## src/rtl/fetch_sequencer.sv

```systemverilog
// Instruction fetch sequencer: owns the fetch pointer and buffers fetched words in a small FIFO toward decode.
// Optional simulation trace of enqueues and redirects under `define FETCH_TRACE_EN.
module fetch_sequencer #(
  parameter int unsigned           WORD_WIDTH   = 16,
  parameter logic [WORD_WIDTH-1:0] RESET_VECTOR = '0,
  parameter int unsigned           DEPTH        = 2
) (
  input  logic                  clk,
  input  logic                  rst_n,
  output logic [WORD_WIDTH-1:0] mem_addr,
  input  logic [WORD_WIDTH-1:0] mem_data,
  output logic [WORD_WIDTH-1:0] instr,
  output logic [WORD_WIDTH-1:0] instr_pc,
  output logic                  instr_valid,
  input  logic                  instr_ready,
  input  logic                  branch_valid,
  input  logic [WORD_WIDTH-1:0] branch_target,
  input  logic                  halt,
  input  logic                  resume,
  output logic                  halted
);

  localparam int unsigned AW = (DEPTH > 1) ? $clog2(DEPTH) : 1;
  localparam int unsigned CW = $clog2(DEPTH + 1);

  typedef enum logic {S_RUN = 1'b0, S_HALT = 1'b1} state_t;

  state_t                state_q;
  logic                  halted_q;
  logic [WORD_WIDTH-1:0] fetch_ptr_q, fetch_ptr_d;
  logic [WORD_WIDTH-1:0] word_q [DEPTH];
  logic [WORD_WIDTH-1:0] pc_q   [DEPTH];
  logic [AW-1:0]         head_q, head_d;
  logic [AW-1:0]         tail_q, tail_d;
  logic [CW-1:0]         count_q, count_d;
  logic                  deq, enq;

  assign instr_valid = (count_q != '0);
  assign instr       = word_q[head_q];
  assign instr_pc    = pc_q[head_q];
  assign mem_addr    = fetch_ptr_q;
  assign halted      = halted_q;

  // A full buffer may still accept a word when the head leaves on the same edge.
  assign deq = instr_valid && instr_ready;
  assign enq = (state_q == S_RUN) && !halt && !branch_valid &&
               ((count_q < CW'(DEPTH)) || deq);

  always_comb begin
    fetch_ptr_d = fetch_ptr_q;
    head_d      = head_q;
    tail_d      = tail_q;
    count_d     = count_q;
    if (branch_valid) begin
      fetch_ptr_d = branch_target;
      head_d      = '0;
      tail_d      = '0;
      count_d     = '0;
    end else begin
      if (enq) begin
        fetch_ptr_d = fetch_ptr_q + WORD_WIDTH'(1);
        tail_d      = tail_q + AW'(1);
      end
      if (deq) head_d = head_q + AW'(1);
      if (enq && !deq)      count_d = count_q + CW'(1);
      else if (!enq && deq) count_d = count_q - CW'(1);
    end
  end

  always_ff @(posedge clk or negedge rst_n) begin
    if (!rst_n) begin
      state_q     <= S_RUN;
      halted_q    <= 1'b0;
      fetch_ptr_q <= RESET_VECTOR;
      head_q      <= '0;
      tail_q      <= '0;
      count_q     <= '0;
      for (int i = 0; i < DEPTH; i++) begin
        word_q[i] <= '0;
        pc_q[i]   <= '0;
      end
    end else begin
      case (state_q)
        S_RUN: if (halt) begin
          state_q  <= S_HALT;
          halted_q <= 1'b1;
        end
        S_HALT: if (resume) begin
          state_q  <= S_RUN;
          halted_q <= 1'b0;
        end
        default: begin
          state_q  <= S_RUN;
          halted_q <= 1'b0;
        end
      endcase
      if (enq) begin
        word_q[tail_q] <= mem_data;
        pc_q[tail_q]   <= fetch_ptr_q;
      end
      fetch_ptr_q <= fetch_ptr_d;
      head_q      <= head_d;
      tail_q      <= tail_d;
      count_q     <= count_d;
    end
  end

`ifdef FETCH_TRACE_EN
  always @(posedge clk) begin
    if (rst_n) begin
      if (enq)          $display("ip = %d, instr = %x", fetch_ptr_q, mem_data);
      if (branch_valid) $display("redirect -> %d", branch_target);
    end
  end
`else
  // trace disabled
`endif

endmodule

```

## config.mk

```make
export PLATFORM = sky130hd
export DESIGN_NAME = fetch_sequencer
export DESIGN_NICKNAME = d
export VERILOG_FILES = /design/src/rtl/fetch_sequencer.sv
export SDC_FILE = /design/constraint.sdc
export NUM_CORES = 1
export LEC_CHECK = 0
export ABC_AREA = 1
export ABC_CLOCK_PERIOD_IN_PS = 3750
export CORE_ASPECT_RATIO = 0.6
export CORE_UTILIZATION = 35
export CTS_CLUSTER_SIZE = 10
export DETAILED_ROUTE_END_ITERATION = 10
export DONT_BUFFER_PORTS = 1
export GPL_ROUTABILITY_DRIVEN = 0
export GPL_TIMING_DRIVEN = 0
export PLACE_DENSITY = 0.61
export SLEW_MARGIN = 10
export SYNTH_ARGS = -nofsm -noshare
export SYNTH_HDL_FRONTEND = slang
export SYNTH_SLANG_ARGS = --single-unit
export TNS_END_PERCENT = 20
```

## constraint.sdc

```tcl
create_clock -name clk -period 3.75 [get_ports clk]
set_input_delay 0.5625 -clock clk [delete_from_list [all_inputs] [get_ports clk]]
set_output_delay 0.5625 -clock clk [all_outputs]
set_load 0.005 [all_outputs]
```

==> impl_results.rst, run 1 <==
.. list-table::
   :header-rows: 1

   * - Metric
     - Value
   * - Result of the run
     - completed
   * - Port bufs
     - 0
   * - Antenna Cells
     - 0
   * - Final critical-path required period
     - 2428 ps
   * - Count of hold buffers inserted by post-cts repair
     - 1
   * - Max-slew violation count
     - 0
   * - Slew at the pin closest to its max-slew limit
     - 564.1 ps
   * - Layout-stage area growth over the synthesis result
     - 13.45%
   * - Delay of the slowest cell on the worst path
     - 320 ps
   * - Clock network power share
     - 31.0%
   * - Total power per unit cell area
     - 676.2 nW/um^2
   * - Fraction of layout instances using a drive strength above 1
     - 14.73%
   * - Part of the total power dissipated in combinational logic
     - 25.7%
   * - Power Internal
     - between 0.002 and 0.0025 W
   * - Detail Placement HPWL
     - just over 8 mm
   * - Leading cell type by number of instances after synthesis
     - sky130_fd_sc_hd__nand2_1
   * - Post-Syn Nets
     - 565
   * - Relative slew slack
     - 62.40%
   * - GRT Util Overall
     - 18.56%
   * - Biggest area contributors in the synthesized netlist
     - sky130_fd_sc_hd__dfrtp_1 (50%), sky130_fd_sc_hd__nand2_1 (19%), sky130_fd_sc_hd__o21ai_2 (8.3%), sky130_fd_sc_hd__inv_1 (3.9%), sky130_fd_sc_hd__buf_6 (3.6%)
   * - Switching power
     - 0.001106 W
   * - Startpoint of the most critical register-to-register path
     - mem_addr[0]
   * - Number of nets at the end of the flow
     - 577
   * - Post-route clock period utilization
     - 64.74%
   * - Number of flops mapped to enable cells by yosys
     - 0
   * - Wire length of the first global-routing pass
     - 18.13 mm
   * - Vias after detailed routing
     - ~3500
   * - Kind of launch point of the worst setup path
     - register
   * - Number of vias per cell
     - 4.992
   * - Top cell types by occurrence after synthesis
     - sky130_fd_sc_hd__nand2_1 (218), sky130_fd_sc_hd__dfrtp_1 (86), sky130_fd_sc_hd__inv_1 (45), sky130_fd_sc_hd__o21ai_2 (41)
   * - Placed cell count
     - 691
   * - Remaining number of nets flagged by the antenna check after routing
     - 0
   * - Most frequently used flop master after synthesis
     - sky130_fd_sc_hd__dfrtp_1
   * - Top cell type's share of synthesized area
     - 49.77%
   * - Data arrival time at the worst-slack endpoint
     - between 1500 and 2000 ps
   * - Number of global-route vias before repair
     - ~3400
   * - Horizontal extent of the die
     - between 100 and 150 um
   * - Die Y
     - 88.10 um
   * - Fraction of power spent switching nets
     - between 30 and 40%
   * - Critical path destination
     - instr_pc[12]
   * - Library cell used as clock root buffer
     - sky130_fd_sc_hd__clkbuf_16
   * - Clk Latency, worst-skew pair
     - 330 ps
   * - Crit path max-delay cell type
     - sky130_fd_sc_hd__dfrtp_1
   * - Number of setup buffers added after CTS
     - 0
   * - Total die area
     - 12820 um^2
   * - Post-Syn Instances
     - 526
   * - Endpoint of the most critical register-to-register path
     - mem_addr[10]
   * - Total area of sequential cells
     - 2152 um^2
   * - CTS H-Tree Depth
     - 3
   * - Global route overflow
     - 0
   * - Slack of the worst reg-to-reg path
     - between 2000 and 2500 ps
   * - Mean post-synth cell area
     - 8.221 um^2
   * - Post-cts repair resize count
     - 0
   * - Setup repair after global routing missed its margin
     - no
   * - Sequential cell area fraction in the yosys report
     - roughly 50%
   * - Yosys warns
     - 0
   * - Cell Rows
     - 31
   * - Clock tree skew after final layout
     - 6.166 ps
   * - DRT iter0 DRCs
     - 255
   * - Largest net degree at the start of global routing
     - 87
   * - Area used by multi-input combinational logic
     - 1798 um^2
   * - Longest Clk Path Bufs
     - 2
   * - Initial cell density of the core
     - 35.85%
   * - Class of the tightest hold or removal check
     - input pin to async pin
   * - First-pass detailed-route iteration total
     - 4
   * - Clock transition at the registers of the reported paths
     - 60 ps
   * - Worst Path Max Fanout
     - 10
   * - Maximum ir drop on the vdd rail
     - between 0.0002 and 0.0003 V
   * - Final routed wirelength across all metal layers
     - 11.26 mm
   * - Launching instance or port of the critical path
     - head_q
   * - Number of cell instances on the worst register-to-register path
     - 6
   * - Clock buffers created by TritonCTS
     - 9
   * - Crit. End Element
     - output pin
   * - Ports
     - 88
   * - Post-route DRC violation count
     - 0
   * - Number of cells in the finished layout apart from fillers
     - approximately 710
   * - Maxcap violations
     - 0
   * - Portion of total power attributed to sequential cells
     - 43.3%
   * - Number of fill cells in the layout
     - 1179
   * - FF+latch count, synth
     - between 80 and 90
   * - Number of distinct library cells after synthesis
     - 27
   * - Cells along the critical path
     - clkbuf_1 > clkinv_1 > clkbuf_1 > nand2_1 > nand2_1
   * - Wire length per cell after detailed routing
     - 15.91 um
   * - Post-synth design cell area
     - 4324 um^2
   * - Async SR Flop Fraction
     - 100.0%
   * - Number of antenna violations at the first check in global routing
     - 0
   * - Area of the placeable core
     - 12060 um^2
   * - CTS tree
     - built
   * - Clock sink count
     - 86
   * - Classification of the worst setup path
     - register to output pin
   * - Total Neg Setup Slack
     - 0 ps
   * - Maximum frequency from static timing analysis
     - 411.9 MHz
   * - Cell taking the most area after synthesis
     - sky130_fd_sc_hd__dfrtp_1
   * - Static leakage
     - 2.442 nW
   * - Number of endpoints with negative hold slack in the final report
     - 0
   * - Total of endpoints with negative setup slack in the final report
     - 0
   * - CP required
     - 3190 ps
## power by group through the flow
stage / registers (W) / clock network, W / logic [W]
after floorplan: 0.00140 / 0 / 0.000654
after global placement: 0.00143 / 0 / 0.000811
after detailed placement: 0.00145 / 0 / 0.000844
after CTS: 0.00143 / 0.00105 / 0.000869
after global routing: 0.00148 / 0.00109 / 0.000999
final: 0.00144 / 0.00103 / 0.000853
## how the worst min path moves through the flow
stage | end | slack [ps] | cells after the start
floorplan | count_q[0] | 270 | 0
global placement | pc_q[0] | 270 | 0
detailed placement | pc_q[16] | 270 | 0
CTS | pc_q[0] | 150 | 1
global route | pc_q[19] | 150 | 1
finish | pc_q[16] | 130 | 1
## critical path: cells and delay by family, from the launching register on
family / cells / cell delay [ps]
buffers and inverters: 3 / 960
flip-flops: 1 / 320
AND/OR/NAND/NOR: 2 / 240
## sequential cells by signal, indices dropped and copies added (netlist names)
name and count:
count_q 2, mem_addr 16, halted 1, tail_q 1, state_q 1, word_q 32
pc_q 32, head_q 1
## logic make-up after synthesis
logic type / synth area share, %
AND/OR/NAND/NOR: 24.48
AO/OA/AOI/OAI: 16.20
flip-flops: 49.77
buffers and inverters: 8.651
XOR/XNOR: 0.6077
adder cells (fa/ha/maj): 0.2893
## layout by cell type (no fill, tap or decap), drive strengths merged
master,netlist,routed
inv,46,46
a21oi,5,5
clkinv,1,4
a22oi,11,11
clkbuf,8,18
dfrtp,86,86
nand2,219,219
o22ai,1,1
nand4,3,3
o21ai,79,79
or2,2,2
o31ai,1,1
buf,16,17
ha,1,1
xor2,3,3
o211ai,3,3
nor2,26,26
bufinv,0,3
a21boi,1,1
nand3,13,13
and2,1,1
## metal layers
layer / track usage (%) / wire length (um) / up-vias
met5: 0 / 0 / -
met4: 3.254 / 60 / 0
met3: 6.979 / 883 / 7
met2: 27.97 / 4843 / 107
met1: 25.69 / 5476 / 1729
li1: - / - / 1691
## final cells by class
cell class                      count  share of cell area [%]
Clock inverter                      6                   2.219
Buffer                             24                   4.030
Timing Repair Buffer                1                  0.5611
Multi-Input combinational cell    369                   36.65
Clock buffer                       10                   4.871
Tap cell                          165                   4.208
Inverter                           47                   3.596
Sequential cell                    86                   43.87
## stage by stage
step                      instance area [um^2]  hold WS [ps]  setup WS [ps]  util (%)  power (W)
after floorplan                           4324         266.9           2199         -   0.002052
after global placement                    4531         270.1           1627     37.56   0.002245
after detailed placement                  4531         271.6           1631     37.56   0.002291
after CTS                                 4906         152.1           1273     40.67   0.003351
after global routing                      4906         154.4           1119     40.67   0.003562
final                                     4906         129.7           1322     40.67   0.003317
No activity file was read; power rests on OpenSTA's default activity.
==> run 2, diff against run 1 <==
--- a/config.mk
+++ b/config.mk
@@ -5,8 +5,8 @@
 export SDC_FILE = /design/constraint.sdc
 export NUM_CORES = 1
 export LEC_CHECK = 0
-export ABC_AREA = 1
-export ABC_CLOCK_PERIOD_IN_PS = 3750
+export ABC_AREA = 0
+export ABC_CLOCK_PERIOD_IN_PS = 2400
 export CORE_ASPECT_RATIO = 0.6
 export CORE_UTILIZATION = 35
 export CTS_CLUSTER_SIZE = 10
==> constraint.sdc (replaced) <==
create_clock -name clk -period 2.4 [get_ports clk]
set_input_delay 0.36 -clock clk [delete_from_list [all_inputs] [get_ports clk]]
set_output_delay 0.36 -clock clk [all_outputs]
set_load 0.005 [all_outputs]
==> run 2 against run 1 <==
Net effect: die area shrank 7.8%; final area decreased by 8.8%; clock-buffer cell count is 1 higher; largest cell class unchanged; power increased by 33%; global-route usage fell by 3.0 points; first-iteration DRC count decreased by 49%; combinational power grew 6.4%; critical path type unchanged; critical endpoint is now instr_pc[14]; via count fell by 32%.
==> impl_results.rst, run 2 <==
.. list-table::
   :header-rows: 1

   * - Metric
     - Value
   * - Result of the run
     - completed
   * - Clock transition at the registers of the reported paths
     - 60 ps (about the same)
   * - Antenna Cells
     - 0 (unchanged)
   * - Most frequently used flop master after synthesis
     - sky130_fd_sc_hd__dfrtp_1
   * - Number of distinct library cells after synthesis
     - 36 (+33%)
   * - Longest Clk Path Bufs
     - 2 (unchanged)
   * - Most common cell after layout, fill and taps aside
     - sky130_fd_sc_hd__mux2_2
   * - Relative slew slack
     - 69.00% (+6.6 points)
   * - Data arrival time at the worst-slack endpoint
     - 1830 ps (-40 ps)
   * - Clock tree skew after final layout
     - 9.429 ps (+3.262 ps)
   * - Total area of sequential cells
     - 2152 um^2 (unchanged)
   * - Ports
     - 88 (unchanged)
   * - Max-slew violation count
     - 0 (unchanged)
   * - Global route overflow
     - 0 (unchanged)
   * - Post-Syn Nets
     - 341 (-40%)
   * - Clk Latency, worst-skew pair
     - 330 ps (about the same)
   * - Power Internal
     - 0.003278 W (+48%)
   * - Portion of total power attributed to sequential cells
     - 49.4% (+6.1 points)
   * - Top cell types by occurrence after synthesis
     - sky130_fd_sc_hd__mux2_2 (93), sky130_fd_sc_hd__dfrtp_1 (86), sky130_fd_sc_hd__o21ai_0 (16), sky130_fd_sc_hd__nand2_1 (13), sky130_fd_sc_hd__nor2_1 (11)
   * - Total die area
     - 11820 um^2 (-7.8%)
   * - First-pass detailed-route iteration total
     - 4 (unchanged)
   * - Commonest non-fill, non-tap cells in the layout
     - sky130_fd_sc_hd__mux2_2 (93), sky130_fd_sc_hd__dfrtp_1 (86), sky130_fd_sc_hd__o21ai_0 (16)
   * - Fraction of layout instances using a drive strength above 1
     - 39.75% (+25 points)
   * - Clock network power share
     - 30.0% (-1.0 points)
   * - Maximum ir drop on the vdd rail
     - 0.0004917 V (+80%)
   * - Worst Path Max Fanout
     - 10 (unchanged)
   * - Classification of the worst setup path
     - register to output pin
   * - Initial cell density of the core
     - 36.81% (+0.96 points)
   * - Maximum frequency from static timing analysis
     - 456.4 MHz
   * - FF+latch count, synth
     - 86 (unchanged)
   * - Number of setup buffers added after CTS
     - 0 (unchanged)
   * - Part of the total power dissipated in combinational logic
     - 20.6% (-5.1 points)
   * - Final critical-path required period
     - 2191 ps
   * - Detail Placement HPWL
     - 6.096 mm (-25%)
   * - Cell taking the most area after synthesis
     - sky130_fd_sc_hd__dfrtp_1
   * - Slew at the pin closest to its max-slew limit
     - 465.1 ps (-98.99 ps)
   * - Die Y
     - 84.60 um (-4.0%)
   * - DRT iter0 DRCs
     - 131 (-49%)
   * - Post-Syn Instances
     - 302 (-43%)
   * - CP required
     - 2040 ps (-1150 ps)
   * - Number of endpoints with negative hold slack in the final report
     - 0 (unchanged)
   * - Final routed wirelength across all metal layers
     - 8.500 mm (-25%)
   * - Largest net degree at the start of global routing
     - 87 (unchanged)
   * - Cell Rows
     - 29 (-6.5%)
   * - Horizontal extent of the die
     - 139.7 um (-4.0%)
   * - Yosys warns
     - 0 (unchanged)
   * - Mean post-synth cell area
     - 13.18 um^2 (+60%)
   * - Port bufs
     - 0 (unchanged)
   * - Layout-stage area growth over the synthesis result
     - 12.39%
   * - CTS tree
     - built
   * - Fraction of power spent switching nets
     - 25.79% (-7.5 points)
   * - Wire length of the first global-routing pass
     - 13.77 mm (-24%)
   * - Total power per unit cell area
     - 987.7 nW/um^2 (+46%)
   * - GRT Util Overall
     - 15.51% (-3.0 points)
   * - Top cell type's share of synthesized area
     - 54.07% (+4.3 points)
   * - Post-synth design cell area
     - 3980 um^2 (-8.0%)
   * - Clock buffers created by TritonCTS
     - 9 (unchanged)
   * - Kind of launch point of the worst setup path
     - register
   * - Total of endpoints with negative setup slack in the final report
     - 0 (unchanged)
   * - Vias after detailed routing
     - 2411 (-32%)
   * - Number of vias per cell
     - 5.287 (+5.9%)
   * - Clock sink count
     - 86 (unchanged)
   * - Number of fill cells in the layout
     - 1017 (-14%)
   * - Number of flops mapped to enable cells by yosys
     - 0 (unchanged)
   * - Library cell used as clock root buffer
     - sky130_fd_sc_hd__clkbuf_16
   * - Total Neg Setup Slack
     - 0 ps (unchanged)
   * - Remaining number of nets flagged by the antenna check after routing
     - 0 (unchanged)
   * - Number of global-route vias before repair
     - 2485 (-26%)
   * - Number of antenna violations at the first check in global routing
     - 0 (unchanged)
   * - Class of the tightest hold or removal check
     - input pin to register
   * - Sequential cell area fraction in the yosys report
     - 54.07% (+4.3 points)
   * - Static leakage
     - 1.864 nW (-24%)
   * - Number of nets at the end of the flow
     - 354 (-39%)
   * - Leading cell type by number of instances after synthesis
     - sky130_fd_sc_hd__mux2_2
   * - Area of the placeable core
     - 10810 um^2 (-10%)
   * - Crit. End Element
     - output pin
   * - Post-route clock period utilization
     - 91.30%
   * - Async SR Flop Fraction
     - 100.0% (unchanged)
   * - CTS H-Tree Depth
     - 3 (unchanged)
   * - Wire length per cell after detailed routing
     - 18.64 um (+17%)
   * - Maxcap violations
     - 0 (unchanged)
   * - Setup repair after global routing missed its margin
     - no
   * - Biggest area contributors in the synthesized netlist
     - sky130_fd_sc_hd__dfrtp_1 (54%), sky130_fd_sc_hd__mux2_2 (26%), sky130_fd_sc_hd__o21ai_0 (2.0%), sky130_fd_sc_hd__xor2_1 (1.8%), sky130_fd_sc_hd__nand4_4 (1.6%)
   * - Min Hold Slack
     - 111.8 ps (-17.83 ps)
   * - Area used by multi-input combinational logic
     - 1729 um^2 (-3.8%)
   * - Switching power
     - 0.001139 W (+3.0%)
   * - Post-route DRC violation count
     - 0 (unchanged)
-- run 2: cell types whose count changed after synthesis, sizes merged, moves of 6 or more --
cell	before	now
mux2	0	95
o21ai	79	16
nand2	219	14
a31oi	0	8
or3	0	6
inv	46	3
buf	16	9
nand3	13	5
nor2	26	12
a22oi	11	0
-- run 2: layer usage --
metal,track usage (%),vias up,part of all wire [%]
met2,21.20,76,41
met5,0,-,0
li1,-,1118,-
met1,21.73,1208,48
met4,4.595,0,0.80
met3,7.074,9,9.9
-- run 2: worst paths after layout --
path / to / from / depth (start not counted) / slack [ps]
min: state_q / resume / 1 / 110
min in group asynchronous: pc_q[7] / rst_n / 2 / 600
max in group asynchronous: word_q[10] / rst_n / 2 / 1450
max reg2reg: pc_q[25] / count_q[1] / 6 / 580
min reg2reg: pc_q[14] / pc_q[14] / 2 / 480
max: instr_pc[14] / head_q / 3 / 210
-- run 2: cells by family after synthesis --
kind of cell               Yosys count  share of synthesized area (%)
muxes                               96                          27.13
AOI/OAI and AO/OA                   32                          4.653
DFF                                 86                          54.07
and+or+nand+nor                     59                          9.588
adders and majority gates            1                         0.3143
xor gates and xnor gates             8                          1.761
buffers and inverters               20                          2.484
-- run 2: power groups by stage --
stage / combinational (W) / sequential [W] / clock, W
finish: 0.000908 / 0.00218 / 0.00133
detailed placement: 0.000891 / 0.00221 / 0
global placement: 0.000864 / 0.00217 / 0
floorplan: 0.000764 / 0.00211 / 0
global route: 0.00101 / 0.00225 / 0.00142
CTS: 0.000894 / 0.00218 / 0.00137
-- run 2: critical path, cell delays in order, from the launching register on --
cell	delay [ps]
sky130_fd_sc_hd__dfrtp_1	320
sky130_fd_sc_hd__clkbuf_1	370
sky130_fd_sc_hd__clkbuf_2	410
sky130_fd_sc_hd__mux2_2	400
-- run 2: final cells by class --
| class | instances | share of cell area (%) |
|---|---|---|
| Inverter | 4 | 0.3357 |
| Timing Repair Buffer | 2 | 0.8392 |
| Clock buffer | 11 | 5.427 |
| Tap cell | 139 | 3.888 |
| Multi-Input combinational cell | 196 | 38.66 |
| Buffer | 16 | 1.958 |
| Clock inverter | 2 | 0.7832 |
| Sequential cell | 86 | 48.11 |
-- run 2: metrics by stage --
stage                     worst slack (ps)  utilization (%)  instance area (um^2)  total power (W)  cells
after global placement               375.0            38.42                  4154         0.003033    441
after global routing                 99.20            41.37                  4473         0.004684    456
after floorplan                      797.7                -                  3980         0.002876    302
after detailed placement             334.5            38.42                  4154         0.003097    441
after CTS                            31.07            41.00                  4433         0.004444    454
final                                208.9            41.37                  4473         0.004418    456
-- run 2: repair_timing --
action | CTS | global route
setup endpoints to repair | 9 | 20
pin swaps | 0 | 0
gates cloned | 0 | 0
resized for setup | 1 | 4
hold endpoints to repair | 86 | 86
